### src/rtl/c_element_array.sv
// ---------------------------------------------------------------------------
// c_element_array
//
// Clocked array of N_CH generalised Muller C-elements with N_IN inputs each.
// Every input position is symmetric, plus-only (counts only towards setting)
// or minus-only (counts only towards resetting). Each channel has a registered
// output, one-cycle rise/fall pulses and a stall watchdog that flags a channel
// that has sat half-way through a transition for too long.
//
// Ports
//   clk      in   1          clock, all state updates on the rising edge
//   rst_n    in   1          synchronous reset, active low
//   in_i     in   N_CH*N_IN  channel c inputs are in_i[c*N_IN +: N_IN]
//   s_o      out  N_CH       registered C-element outputs
//   rise_o   out  N_CH       one-cycle pulse in the first cycle s_o[c] reads 1
//   fall_o   out  N_CH       one-cycle pulse in the first cycle s_o[c] reads 0
//   stall_o  out  N_CH       channel pending for at least STALL_CYC cycles
// ---------------------------------------------------------------------------
module c_element_array #(
  parameter int              N_CH       = 4,
  parameter int              N_IN       = 2,
  parameter logic [N_CH-1:0] INIT       = '0,
  parameter logic [N_IN-1:0] PLUS_MASK  = '0,
  parameter logic [N_IN-1:0] MINUS_MASK = '0,
  parameter int              STALL_CYC  = 16
) (
  input  logic                 clk,
  input  logic                 rst_n,
  input  logic [N_CH*N_IN-1:0] in_i,
  output logic [N_CH-1:0]      s_o,
  output logic [N_CH-1:0]      rise_o,
  output logic [N_CH-1:0]      fall_o,
  output logic [N_CH-1:0]      stall_o
);

  // A watchdog of 0 cycles is disabled, but the counter still needs one bit.
  localparam int              CW       = (STALL_CYC > 0) ? $clog2(STALL_CYC + 1) : 1;
  localparam logic [CW-1:0]   CNT_MAX  = CW'(STALL_CYC);
  localparam logic            STALL_EN = (STALL_CYC != 0);

  // Inputs that take part in the falling condition (everything not plus-only).
  localparam logic [N_IN-1:0] RST_USE  = ~PLUS_MASK;
  // Inputs that take part in the rising condition (everything not minus-only).
  localparam logic [N_IN-1:0] SET_USE  = ~MINUS_MASK;

  // Parameter legality, reported at elaboration time.
  if ((PLUS_MASK & MINUS_MASK) != '0) begin : g_err_overlap
    $error("c_element_array: PLUS_MASK and MINUS_MASK overlap");
  end
  if ((PLUS_MASK | MINUS_MASK) == {N_IN{1'b1}}) begin : g_err_no_sym
    $error("c_element_array: at least one symmetric input is required");
  end
  if (N_IN < 2) begin : g_err_n_in
    $error("c_element_array: N_IN must be at least 2");
  end
  if (N_CH < 1) begin : g_err_n_ch
    $error("c_element_array: N_CH must be at least 1");
  end

  for (genvar c = 0; c < N_CH; c++) begin : g_ch
    logic [N_IN-1:0] v;
    logic            setc;
    logic            rstc;
    logic            pending;
    logic            s_q;
    logic            s_next;
    logic            rise_q;
    logic            rise_next;
    logic            fall_q;
    logic            fall_next;
    logic            stall_q;
    logic            stall_next;
    logic [CW-1:0]   cnt_q;
    logic [CW-1:0]   cnt_next;

    assign v = in_i[c*N_IN +: N_IN];

    // Minus-only positions are forced to 1 for the set test and plus-only
    // positions are masked off for the reset test, so each reduction only
    // sees the inputs that take part in that direction.
    always_comb begin
      setc       = &(v | MINUS_MASK);
      rstc       = ~|(v & RST_USE);
      pending    = 1'b0;
      s_next     = s_q;
      rise_next  = 1'b0;
      fall_next  = 1'b0;
      cnt_next   = '0;
      stall_next = 1'b0;

      // Pending means the inputs have started moving towards the opposite
      // state but have not all arrived yet.
      if (s_q) begin
        pending   = (|(~v & RST_USE)) & ~rstc;
        s_next    = ~rstc;
        fall_next = rstc;
      end else begin
        pending   = (|(v & SET_USE)) & ~setc;
        s_next    = setc;
        rise_next = setc;
      end

      // The stall flag looks at the count before this cycle's increment, so
      // it asserts on the first pending sample after the counter saturated
      // and drops together with the counter once pending clears.
      if (pending) begin
        cnt_next   = (cnt_q == CNT_MAX) ? cnt_q : cnt_q + CW'(1);
        stall_next = STALL_EN & (cnt_q == CNT_MAX);
      end
    end

    always_ff @(posedge clk) begin
      if (!rst_n) begin
        s_q     <= INIT[c];
        rise_q  <= 1'b0;
        fall_q  <= 1'b0;
        stall_q <= 1'b0;
        cnt_q   <= '0;
      end else begin
        s_q     <= s_next;
        rise_q  <= rise_next;
        fall_q  <= fall_next;
        stall_q <= stall_next;
        cnt_q   <= cnt_next;
      end
    end

    assign s_o[c]     = s_q;
    assign rise_o[c]  = rise_q;
    assign fall_o[c]  = fall_q;
    assign stall_o[c] = stall_q;
  end

endmodule

### config.mk
export PLATFORM = sky130hd
export DESIGN_NAME = c_element_array
export DESIGN_NICKNAME = d
export VERILOG_FILES = /design/src/rtl/c_element_array.sv
export SDC_FILE = /design/constraint.sdc
export NUM_CORES = 1
export LEC_CHECK = 0
export BUFFER_PORTS_ARGS = -buffer_cell sky130_fd_sc_hd__buf_2
export CAP_MARGIN = 20
export CORE_UTILIZATION = 25
export DETAILED_ROUTE_END_ITERATION = 6
export GPL_TIMING_DRIVEN = 0
export HOLD_SLACK_MARGIN = 0.1
export MAX_ROUTING_LAYER = met4
export SETUP_SLACK_MARGIN = 0.02
export SYNTH_ARGS = -nofsm -noshare
export SYNTH_HDL_FRONTEND = slang
export SYNTH_SLANG_ARGS = --single-unit
### constraint.sdc
create_clock -name clk -period 1.65 [get_ports clk]
set_clock_uncertainty 0.15 [all_clocks]
set_input_delay 0 -clock clk [delete_from_list [all_inputs] [get_ports clk]]
set_output_delay 0 -clock clk [all_outputs]
set_load 0.01 [all_outputs]
==> results of run 1 <==
[kinds of logic (layout without fill, tap and decap cells)]
group | Yosys count | count (layout) | share of synthesized area [%]
compound gates | 6 | 6 | 1.87
mux | 4 | 4 | 2.49
xor+xnor | 17 | 17 | 9.25
simple gates | 62 | 62 | 21.2
flops | 36 | 36 | 44.8
buf+inv | 31 | 78 | 11.0
fa+ha+maj | 12 | 12 | 9.33
[cells in the final DEF, fill, tap and decap left out, drive strengths merged]
cell / count
buf: 42
dfxtp: 36
nor2: 19
dlygate4sd3: 15
inv: 14
nand2: 12
ha: 12
xor2: 10
nand3: 9
nor3: 9
xnor2: 7
clkbuf: 7
and3: 5
a21oi: 4
mux2i: 4
and4bb: 4
o21ai: 2
nand2b: 2
nand4bb: 1
and2: 1
[flip-flops by register name, summed over array words and instances, names as in the netlist]
register / flops
g_ch.fall_q: 4
g_ch.s_q: 4
g_ch.cnt_q: 20
g_ch.stall_q: 4
g_ch.rise_q: 4
[worst max-delay path by stage]
| stage | startpoint | endpoint | slack, ns | cells past startpoint |
|---|---|---|---|---|
| 4_1_cts | in_i[1] | g_ch[0].s_q | 0.02 | 7 |
| 3_3_place_gp | g_ch[1].cnt_q[0] | g_ch[1].cnt_q[1] | 0.32 | 5 |
| 6_report | rst_n | g_ch[2].fall_q | 0.10 | 6 |
| 3_5_place_dp | g_ch[1].cnt_q[0] | g_ch[1].cnt_q[1] | 0.28 | 5 |
| 2_1_floorplan | g_ch[1].cnt_q[0] | g_ch[1].cnt_q[1] | 0.38 | 5 |
| 5_1_grt | rst_n | g_ch[2].rise_q | -0.01 | 5 |
[metrics by stage]
stage	TNS, ns	cells
global route	-0.0139	290
finish	0	290
global placement	0	268
detailed placement	0	268
CTS	0	290
floorplan	0	168
[what timing repair did]
action	4_1_cts	5_1_grt
gates resized for setup	0	4
endpoints found under the hold margin	34	1
setup endpoints to repair	0	5
hold buffers	15	1
[final cells by class]
| type | count | area, um^2 |
|---|---|---|
| buffer | 17 | 128 |
| clock buffer | 7 | 96.3 |
| fill | 615 | 3980 |
| inverter | 14 | 52.6 |
| multi-input combinational | 101 | 716 |
| sequential | 36 | 721 |
| tap | 75 | 93.8 |
| timing repair buffer | 40 | 275 |
[metal layers]
metal | up-vias | track usage [%]
met5 | - | -
met4 | 0 | 5.26
met3 | 6 | 3.30
met2 | 33 | 16.5
met1 | 504 | 10.1
li1 | 619 | -
[where the power goes]
group          internal (mW)  total (mW)  switching (mW)
Sequential             0.895       0.917          0.0220
Clock                  0.372       0.672           0.300
Combinational         0.0914       0.177          0.0858
Total                   1.36        1.77           0.408
==> results.sh, run 1 <==
export IMPL_cp_slowest_cell="dlygate4sd3_1"
export IMPL_synth_seq_cells=36
export IMPL_synthTopCellsByArea="dfxtp_1, ha_1, buf_4"
export IMPL_status="finished, final reports clean"
export IMPL_rsz0062_at_grt="true"
export IMPL_arrival_ns=1.63
export IMPL_endpoint_kind="flip-flop"
export IMPL_cts_htree_levels=2
export IMPL_wl_met3_um=155
export IMPL_coreArea_mm2=0.00606
export IMPL_synth_most_common_cell="dfxtp_1"
export IMPL_root_buffer="clkbuf_8"
export IMPL_overflow=0
export IMPL_synthFlopType="dfxtp_1"
export IMPL_fmax_mhz=646
export IMPL_hold_slack_ns=0.356
export IMPL_fp_row_count=28
export IMPL_wl_met2_um=1200
export IMPL_setup_ws_ns=0.102
export IMPL_cap_violations=0
export IMPL_postSynthCellCount=168
export IMPL_fin_crit_sh_pct=93.8
export IMPL_yosysWarnings=0
export IMPL_yosysSeqAreaShare_pct=44.8
export IMPL_met1_length_um=1320
export IMPL_clock_sinks=36
export IMPL_synth_top_area_share_pct=44.8
export IMPL_crit_chain="dlygate4sd3_1 > buf_2 > buf_4 > nand2_1 > nor3_1 > dlygate4sd3_1"
export IMPL_gp_congestion=0.752
export IMPL_startpoint_type="primary input"
export IMPL_fin_crit_ns=1.55
export IMPL_critPathMaxStageDelay_ns=0.56
export IMPL_crit_family="buffers and inverters"
export IMPL_dp_worst_setup_slack_ns=0.277
export IMPL_firstDrtPassIters=4
export IMPL_ys_async_sr_fraction_pct=0
export IMPL_whs_path_depth=1
export IMPL_clk_pin_slew_ns=0.07
export IMPL_grt_pass1_wl_um=4710
export IMPL_drv_slew=0
export IMPL_maxUsedRoutingLayer="met4"
export IMPL_ios=26
export IMPL_ctsLongestPathBuffers=2
export IMPL_worst_ir_drop_vdd_v=0.000352
export IMPL_min_to="g_ch[0].rise_q"
export IMPL_reg2reg_from="g_ch[1].cnt_q[0]"
export IMPL_r2r_end="g_ch[1].cnt_q[1]"
export IMPL_design_power_total_mw=1.77
export IMPL_synth_top_cell_by_area="dfxtp_1"
export IMPL_hold_class="reg -> reg"
export IMPL_cpMostUsedCell="dlygate4sd3_1"
export IMPL_netlist_area_mm2=0.00161
export IMPL_layout_drive_gt1_share_pct=27.0
export IMPL_synth_cell_types=22
export IMPL_drtAntennaViolNets=0
export IMPL_crit_required_ns=1.73
export IMPL_finalNetCount=237
export IMPL_die_x_um=82.2
export IMPL_maxSlewHeadroom_pct=82.4
export IMPL_power_density_mw_per_mm2=848
export IMPL_worst_path_buf_inv=4
export IMPL_design_area_mm2=0.00208
export IMPL_initial_utilization_pct=26.5
export IMPL_die_area_mm2=0.00676
export IMPL_r2r_slack_ns=0.28
export IMPL_routed_wl_um=2740
export IMPL_worst_skew_pair_late_latency_ns=0.29
export IMPL_post_route_drc_count=0
export IMPL_syn_num_nets=190
export IMPL_dp_hpwl_um=1960
export IMPL_synth_edff_count=0
export IMPL_cts_tree="built"
export IMPL_routedWlPerCell_um=9.46
export IMPL_worstMarginPinSlew_ns=0.264
export IMPL_die_y_um=82.2
export IMPL_setup_viol=0
export IMPL_grt_start_max_net_pins=11
export IMPL_area_delta_synth_final_pct=29.4
export IMPL_hold_viol_final=0
export IMPL_antenna_found_initial=0
export IMPL_timing_critical_path_fanout_max=10
export IMPL_vias_per_cell=4.01
export IMPL_drtIter0Drc=30
export IMPL_path_class="in -> reg"
export IMPL_numCtsBuffers=5
export IMPL_synth_commonest_cells="dfxtp_1, nor2_1, buf_4, inv_1"
export IMPL_power_leakage_nw=0.945
export IMPL_postCtsSetupRepairBufs=0
export IMPL_hp_start="g_ch[0].s_q"
export IMPL_num_antenna_cells=0
export IMPL_detailed_place_area_mm2=0.00183
export IMPL_grt_pass1_vias=1104
export IMPL_portBuffers=25
export IMPL_grt_util_all_layers_pct=9.82
export IMPL_synth_area_per_cell_um2=9.58
export IMPL_fin_util_pct=34.4
export IMPL_r2r_worst_path_cells=5
export IMPL_via_count=1162
Note: power is estimated with default switching activity, not from simulation.
==> run 2: changes to the inputs <==
CORE_ASPECT_RATIO = 1.1   (was unset)
==> results.sh, run 2 (synthesis results as in run 1) <==
export IMPL_fin_util_pct=34.1
export IMPL_setup_viol=0
export IMPL_drtIter0Drc=47
export IMPL_startpoint_type="primary input"
export IMPL_firstDrtPassIters=4
export IMPL_fin_crit_ns=1.54
export IMPL_grt_pass1_vias=1095
export IMPL_rsz0062_at_grt="false"
export IMPL_num_antenna_cells=0
export IMPL_hold_slack_ns=0.341
export IMPL_dp_hpwl_um=1980
export IMPL_post_route_drc_count=0
export IMPL_grt_util_all_layers_pct=9.32
export IMPL_whs_path_depth=1
export IMPL_cts_htree_levels=2
export IMPL_drv_slew=0
export IMPL_p_sw_share_pct=22.1
export IMPL_status="finished, final reports clean"
export IMPL_overflow=0
export IMPL_r2r_worst_path_cells=5
export IMPL_finalNetCount=238
export IMPL_r2r_slack_ns=0.28
export IMPL_routedWlPerCell_um=9.37
export IMPL_hold_class="reg -> reg"
export IMPL_routed_wl_um=2780
export IMPL_reg2reg_from="g_ch[1].cnt_q[0]"
export IMPL_portBuffers=25
export IMPL_root_buffer="clkbuf_8"
export IMPL_p_sw_uw=409
export IMPL_numCtsBuffers=5
export IMPL_power_leakage_nw=0.951
export IMPL_hold_viol_final=0
export IMPL_grt_start_max_net_pins=12
export IMPL_power_frac_seq_pct=49.6
export IMPL_power_density_mw_per_mm2=874
export IMPL_p_clk_share_pct=40.7
export IMPL_via_count=1177
export IMPL_grt_pass1_wl_um=4760
export IMPL_path_class="in -> reg"
export IMPL_tns_ns=0
export IMPL_maxSlewHeadroom_pct=86.5
export IMPL_die_area_mm2=0.00676
export IMPL_min_to="g_ch[0].rise_q"
export IMPL_cts_tree="built"
export IMPL_layout_commonest_cell="dfxtp_1"
export IMPL_fill_cells=657
export IMPL_crit_required_ns=1.72
export IMPL_largest_reg_flops=20
export IMPL_cap_violations=0
export IMPL_timing_critical_path_fanout_max=6
export IMPL_fmax_mhz=651
export IMPL_fin_crit_sh_pct=93.2
export IMPL_worst_ir_drop_vdd_v=0.000353
export IMPL_top_register="g_ch.cnt_q"
export IMPL_drtAntennaViolNets=0
export IMPL_die_x_um=78.5
export IMPL_gp_congestion=0.771
export IMPL_setup_ws_ns=0.113
export IMPL_die_y_um=86.1
export IMPL_clock_sinks=36
export IMPL_endpoint_kind="flip-flop"
export IMPL_fp_row_count=30
export IMPL_hp_start="g_ch[0].s_q"
export IMPL_worstMarginPinSlew_ns=0.202
export IMPL_layout_drive_gt1_share_pct=27.6
export IMPL_ios=26
export IMPL_area_delta_synth_final_pct=31.3
export IMPL_vias_per_cell=3.96
export IMPL_initial_utilization_pct=26.0
export IMPL_arrival_ns=1.61
export IMPL_dp_worst_setup_slack_ns=0.279
export IMPL_ctsLongestPathBuffers=2
export IMPL_final_cell_mix="dfxtp_1, buf_2, buf_4"
export IMPL_coreArea_mm2=0.00619
export IMPL_intPower_mw=1.44
export IMPL_p_comb_share_pct=9.7
export IMPL_clk_pin_slew_ns=0.07
export IMPL_r2r_end="g_ch[1].cnt_q[1]"
export IMPL_antenna_found_initial=0
export IMPL_worst_skew_pair_late_latency_ns=0.28
[run 2: how the worst max path moves through the flow]
stage,cells after the start,from,end,slack (ns)
6_report,5,rst_n,g_ch[1].rise_q,0.11
3_5_place_dp,5,g_ch[2].cnt_q[0],g_ch[2].cnt_q[1],0.28
2_1_floorplan,5,g_ch[1].cnt_q[0],g_ch[1].cnt_q[1],0.38
5_1_grt,5,rst_n,g_ch[1].rise_q,0.03
4_1_cts,6,rst_n,g_ch[2].fall_q,0.02
3_3_place_gp,5,g_ch[1].cnt_q[0],g_ch[1].cnt_q[1],0.32
[run 2: worst max-delay path, cell delays in order]
cell and delay, ns:
dlygate4sd3_1 0.53, buf_4 0.16, clkinvlp_4 0.15, nor3_1 0.20, dlygate4sd3_1 0.57
[run 2: layer usage]
metal  vias to the layer above  wire [um]  part of all wire [%]  global-route usage (%)
li1                        624          -                     -                       -
met3                         4         99                   3.6                    3.51
met5                         -          0                     0                       -
met2                        22       1330                    48                    16.0
met4                         0         34                   1.2                    2.53
met1                       527       1320                    47                    10.0
[run 2: what timing repair did]
item,CTS,global route
setup endpoints to repair,0,5
buffers inserted,0,3
hold buffers,15,0
endpoints found under the hold margin,34,0
resized for setup,0,7
[run 2: area by class of cell]
type                    instances  area [um^2]  share of cell area (%)
well taps                      80          100                    4.74
plain buffers                  17          131                    6.22
clock buffers                   6         72.6                    3.44
multi-input cells             101          711                    33.6
repair buffers                 41          285                    13.5
clock inverters                 2         35.0                    1.66
inverters                      14         56.3                    2.67
flip-flops and latches         36          721                    34.1
[run 2: power groups by stage]
stage | Sequential (mW) | Combinational, mW | Clock, mW
floorplan | 0.931 | 0.103 | 0
global placement | 0.935 | 0.148 | 0
detailed placement | 0.936 | 0.151 | 0
CTS | 0.916 | 0.175 | 0.785
global route | 0.921 | 0.201 | 0.824
finish | 0.916 | 0.178 | 0.752
[run 2: metrics by stage]
step | std cells | power (mW) | cell area (um^2)
2_1_floorplan | 168 | 1.03 | 1610
3_5_place_dp | 273 | 1.09 | 1830
6_report | 297 | 1.85 | 2110
5_1_grt | 297 | 1.95 | 2110
4_1_cts | 296 | 1.88 | 2090
3_3_place_gp | 273 | 1.08 | 1830
